--- src/rtl/cnn_layer_accel_weight_table_ctrl.sv ---
// rtl/cnn_layer_accel_weight_table_ctrl.sv - per-CE weight table job sequencer
// Loads one table of kernels from a valid/ready stream, then paces the execute passes.
module cnn_layer_accel_weight_table_ctrl #(
  parameter int C_WEIGHT_WIDTH     = 16,
  parameter int C_KERNEL_WORDS     = 9,
  parameter int C_CLG2_MAX_KERNELS = 6,
  parameter int C_PIX_CNT_WIDTH    = 16
) (
  input  logic                          clk_core,
  input  logic                          rst_n,
  input  logic                          job_start,
  input  logic                          job_abort,
  input  logic [C_CLG2_MAX_KERNELS-1:0] num_kernels,
  input  logic [C_PIX_CNT_WIDTH-1:0]    num_pix,
  input  logic                          wht_in_valid,
  input  logic [C_WEIGHT_WIDTH-1:0]     wht_in_data,
  output logic                          wht_in_ready,
  input  logic                          exec_stall,
  output logic                          config_mode,
  output logic                          job_accept,
  output logic                          wht_config_wren,
  output logic [C_WEIGHT_WIDTH-1:0]     wht_config_data,
  output logic                          ce_execute,
  output logic                          next_kernel,
  output logic                          busy,
  output logic                          job_done
);

  localparam int C_WORD_CNT_W = (C_KERNEL_WORDS > 1) ? $clog2(C_KERNEL_WORDS) : 1;
  localparam logic [C_WORD_CNT_W-1:0] C_WORD_LAST = C_WORD_CNT_W'(C_KERNEL_WORDS - 1);

  typedef enum logic [1:0] {
    S_IDLE,
    S_LOAD,
    S_EXEC,
    S_DONE
  } state_t;

  state_t                          r_state;
  logic [C_CLG2_MAX_KERNELS-1:0]   r_num_kernels;
  logic [C_PIX_CNT_WIDTH-1:0]      r_num_pix;
  logic [C_WORD_CNT_W-1:0]         r_word_cnt;
  logic [C_CLG2_MAX_KERNELS-1:0]   r_kernel_cnt;
  logic [C_PIX_CNT_WIDTH-1:0]      r_pix_cnt;
  logic [C_CLG2_MAX_KERNELS-1:0]   r_pass_cnt;
  logic                            r_load_fin;
  logic                            r_wht_in_ready;
  logic                            r_config_mode;
  logic                            r_job_accept;
  logic                            r_wren;
  logic [C_WEIGHT_WIDTH-1:0]       r_wdata;
  logic                            r_busy;
  logic                            r_job_done;

  logic w_hs;
  logic w_word_last;
  logic w_kernel_last;
  logic w_exec;
  logic w_pix_last;
  logic w_pass_last;

  assign w_hs          = wht_in_valid && r_wht_in_ready;
  assign w_word_last   = (r_word_cnt == C_WORD_LAST);
  assign w_kernel_last = (r_kernel_cnt == r_num_kernels);
  assign w_exec        = (r_state == S_EXEC) && !exec_stall;
  assign w_pix_last    = (r_pix_cnt == r_num_pix - 1'b1);
  assign w_pass_last   = (r_pass_cnt == r_num_kernels);

  always_ff @(posedge clk_core or negedge rst_n) begin
    if (!rst_n) begin
      r_state        <= S_IDLE;
      r_num_kernels  <= '0;
      r_num_pix      <= '0;
      r_word_cnt     <= '0;
      r_kernel_cnt   <= '0;
      r_pix_cnt      <= '0;
      r_pass_cnt     <= '0;
      r_load_fin     <= 1'b0;
      r_wht_in_ready <= 1'b0;
      r_config_mode  <= 1'b0;
      r_job_accept   <= 1'b0;
      r_wren         <= 1'b0;
      r_wdata        <= '0;
      r_busy         <= 1'b0;
      r_job_done     <= 1'b0;
    end else begin
      r_job_accept <= 1'b0;
      r_job_done   <= 1'b0;
      // A word accepted on the final handshake is always written, even under abort.
      r_wren       <= w_hs;
      if (w_hs) begin
        r_wdata <= wht_in_data;
      end

      case (r_state)
        S_IDLE: begin
          if (job_start && !job_abort) begin
            r_state       <= S_LOAD;
            r_num_kernels <= num_kernels;
            r_num_pix     <= num_pix;
            r_word_cnt    <= '0;
            r_kernel_cnt  <= '0;
            r_pix_cnt     <= '0;
            r_pass_cnt    <= '0;
            r_load_fin    <= 1'b0;
            r_job_accept  <= 1'b1;
            r_config_mode <= 1'b1;
            r_busy        <= 1'b1;
          end
        end

        S_LOAD: begin
          if (r_job_accept) begin
            r_wht_in_ready <= 1'b1;
          end
          if (w_hs) begin
            if (w_word_last) begin
              r_word_cnt <= '0;
              if (w_kernel_last) begin
                r_wht_in_ready <= 1'b0;
                r_load_fin     <= 1'b1;
              end else begin
                r_kernel_cnt <= r_kernel_cnt + 1'b1;
              end
            end else begin
              r_word_cnt <= r_word_cnt + 1'b1;
            end
          end
          // Leave config mode only after the last write strobe has been presented.
          if (r_load_fin) begin
            r_state       <= S_EXEC;
            r_config_mode <= 1'b0;
            r_load_fin    <= 1'b0;
          end
        end

        S_EXEC: begin
          if (!exec_stall) begin
            if (w_pix_last) begin
              r_pix_cnt <= '0;
              if (w_pass_last) begin
                r_state    <= S_DONE;
                r_job_done <= 1'b1;
              end else begin
                r_pass_cnt <= r_pass_cnt + 1'b1;
              end
            end else begin
              r_pix_cnt <= r_pix_cnt + 1'b1;
            end
          end
        end

        S_DONE: begin
          r_state      <= S_IDLE;
          r_busy       <= 1'b0;
          r_word_cnt   <= '0;
          r_kernel_cnt <= '0;
          r_pix_cnt    <= '0;
          r_pass_cnt   <= '0;
        end

        default: begin
          r_state <= S_IDLE;
        end
      endcase

      if (job_abort && (r_state != S_IDLE)) begin
        r_state        <= S_IDLE;
        r_word_cnt     <= '0;
        r_kernel_cnt   <= '0;
        r_pix_cnt      <= '0;
        r_pass_cnt     <= '0;
        r_load_fin     <= 1'b0;
        r_wht_in_ready <= 1'b0;
        r_config_mode  <= 1'b0;
        r_job_accept   <= 1'b0;
        r_busy         <= 1'b0;
        r_job_done     <= 1'b0;
      end
    end
  end

  assign wht_in_ready    = r_wht_in_ready;
  assign config_mode     = r_config_mode;
  assign job_accept      = r_job_accept;
  assign wht_config_wren = r_wren;
  assign wht_config_data = r_wdata;
  assign busy            = r_busy;
  assign job_done        = r_job_done;
  // Execute strobes follow the stall input in the same cycle.
  assign ce_execute      = w_exec;
  assign next_kernel     = w_exec && w_pix_last;

endmodule

--- config.mk ---
export PLATFORM = sky130hd
export DESIGN_NAME = cnn_layer_accel_weight_table_ctrl
export DESIGN_NICKNAME = d
export VERILOG_FILES = /design/src/rtl/cnn_layer_accel_weight_table_ctrl.sv
export SDC_FILE = /design/constraint.sdc
export NUM_CORES = 1
export LEC_CHECK = 0
export ABC_AREA = 1
export CAP_MARGIN = 20
export CORE_ASPECT_RATIO = 1.75
export CORE_MARGIN = 1.5
export CORE_UTILIZATION = 59
export DETAILED_ROUTE_END_ITERATION = 12
export PLACE_DENSITY = 0.9
export SYNTH_ARGS = -nofsm -noshare
export SYNTH_HDL_FRONTEND = slang
export SYNTH_SLANG_ARGS = --single-unit
export TNS_END_PERCENT = 1
--- constraint.sdc ---
create_clock -name clk_core -period 4.2 [get_ports clk_core]
set_clock_uncertainty 0.2 [all_clocks]
set_input_delay 0.42 -clock clk_core [delete_from_list [all_inputs] [get_ports clk_core]]
set_output_delay 0.42 -clock clk_core [all_outputs]
set_load 0.005 [all_outputs]
==> run metrics <==
relative slew slack 0.467; number of enable flip-flop cells after synthesis 0; leading area contributor after synthesis dfrtp_1; Mapped Area between 4000 and 5000 µm²; Worst Setup End Kind output port; post-synthesis sequential area ratio 0.437; RSZ-0062 raised after global routing false; Reg clk slew, reported paths 60 ps; share of the synthesized area in the top cell type 0.437; CP max FO 6; async set-reset flop share out of synthesis 1.00; Total GRT Usage 0.291; IO Port Bufs 67; post-detail-place hpwl ~8600 µm; via count ~4200; Top FF cell, synth dfrtp_1; Post-route DRC 0; worst slew pin tran about 800 ps; vias in the first global route 4392; chip width 69.2 µm; Max Buffers Root-to-Sink 2; CP Launch Type flip-flop; dpl ws 1250 ps; register bit total from synthesis between 70 and 80; CTS tree done; final worst-path cycle share 0.767; count of cell types in the netlist 35; first-pass GRT wire length 19000 µm; Final #Nets between 700 and 800; endpoints failing setup 0; largest net degree at the start of global routing 80; final core utilization 0.748; Synthesized Nets 652; worst skew pair latency 340 ps; average wire per cell in the routed design roughly 15 µm; Area growth syn-to-layout 24.2%; WHS about 250 ps; maxcap violations 0; ANT nets after route 0; row count 42; Initial Utilization 0.603; buffer count from post-CTS setup fixing 0; fin cells 762; Fin. Hold Viols 0; post-route setup slack 977 ps; top cells by area, synth dfrtp_1 (44%), nand2_1 (17%), inv_1 (5.2%); Pleak around 2.7 nW; critical path type flip-flop to output port; initial antenna violation count 0; Slew Viols, Final 0; Core Region between 7000 and 8000 µm²; commonest non-fill, non-tap cells in the layout nand2_1 (202), dfrtp_1 (79), clkdlybuf4s50_1 (66), inv_1 (63), nor2_1 (62); minimum clock period about 3200 ps; vias per cell between 5 and 6; H-tree levels 3; TritonCTS Sinks between 70 and 80; cell count after synthesis 598; Root Driver clkbuf_16; Tot Pwr about 3.7 mW; Critical Path RT around 3600 ps; Die H about 120 µm; PwrDens around 660 nW/µm²; Post-Route WL about 12000 µm; antenna cells 0; placed insts about 740; status finished, final reports clean; share of cells above drive strength 1 0.0861; Worst VDD drop just over 0.0006 V; synth warn 0; HP Class primary input to async pin; Post-Syn Area per Cell ~7.6 µm²; most common cell after layout, fill and taps aside nand2_1; top-level I/O count between 60 and 70; fmax roughly 310 MHz; Worst EP arrival between 2000 and 3000 ps; Pre-antenna DRT Iters 4; Fin Setup TNS 0 ps; CTS Buf Count 9; Die ar. a little over 8000 µm²; Fillers approximately 550; GRT overflow 0; Placer Congestion 0.961; placed cell areas approximately 5300 µm²; Iter 0 DRT Violations between 200 and 250; final design area excluding fillers between 5000 and 6000 µm²
[kinds of logic after synthesis]
family | count (synthesis) | synth area share
flops | 79 | 0.437
buf+inv | 78 | 0.0688
xor+xnor | 29 | 0.0591
simple gates | 348 | 0.337
fa+ha+maj | 10 | 0.0276
compound gates | 54 | 0.0710
[where the power goes]
| group | internal, mW | switching [mW] | total [mW] | leakage, nW |
|---|---|---|---|---|
| Clock | 0.537 | 0.315 | 0.852 | 0.156 |
| Combinational | 0.610 | 1.01 | 1.62 | 1.53 |
| Sequential | 0.991 | 0.230 | 1.22 | 1.04 |
[sequential cells by signal (all words and copies together), names as in the netlist, 2 cells and up]
signal	cells
r_word_cnt	4
wht_config_data	16
r_state	2
r_num_pix	16
r_num_kernels	6
r_pass_cnt	6
r_kernel_cnt	6
r_pix_cnt	16
[critical path, stage by stage (launching register included)]
cell and delay, ps:
dfrtp_1 370, inv_1 150, ha_1 210, nand2_1 150, nor2_1 230, nand2_1 90, nand2_1 60, nand2_1 50
inv_1 50, nand2_1 60, nor2_2 90, nand3_2 130, nor2_1 130, clkdlybuf4s50_1 500
[repair_timing]
item / in CTS / in global routing
endpoints found under the hold margin: 0 / 7
hold buffers: 0 / 1
resized for setup: 0 / 0
[routing by layer]
layer  track usage  up-vias  part of all wire
met5             0        -                 0
met4         0.200        0             0.067
met3        0.0491       55             0.039
met2         0.538      136              0.54
met1         0.288     1986              0.36
li1              -     2024                 -
[final cells by class]
cell class | instances | area [µm²] | share of cell area
Tap cell | 88 | 110 | 0.0196
Inverter | 68 | 255 | 0.0454
Timing Repair Buffer | 70 | 713 | 0.127
Clock inverter | 5 | 81.3 | 0.0145
Multi-Input combinational cell | 441 | 2240 | 0.399
Sequential cell | 79 | 1980 | 0.352
Clock buffer | 11 | 243 | 0.0432
[cells in the mapped netlist, types with 4 or more instances]
master / number
a21oi_1: 8
a21oi_2: 9
clkbuf_1: 6
dfrtp_1: 79
ha_1: 10
inv_1: 63
inv_2: 4
nand2_1: 202
nand2_2: 5
nand3_1: 28
nand4_1: 15
nor2_1: 63
nor2_2: 7
nor2_4: 5
nor3_1: 10
o21ai_0: 29
o21ai_1: 4
xnor2_1: 7
xor2_1: 21
[final timing paths]
kind	startpoint	end	slack (ps)	cells after the start
setup / recovery	r_num_pix[0]$_DFFE_PN0P_	next_kernel	980	13
max in group asynchronous	rst_n	r_load_fin$_DFFE_PN0P_	2970	3
setup reg to reg	r_num_pix[0]$_DFFE_PN0P_	r_pass_cnt[3]$_DFFE_PN0P_	1280	15
hold reg to reg	wht_config_data[12]$_DFFE_PN0P_	wht_config_data[12]$_DFFE_PN0P_	280	2
min in group clk_core	wht_config_data[12]$_DFFE_PN0P_	wht_config_data[12]$_DFFE_PN0P_	280	2
hold / removal	rst_n	wht_config_data[12]$_DFFE_PN0P_	250	2
(Power assumes the default switching activity.)
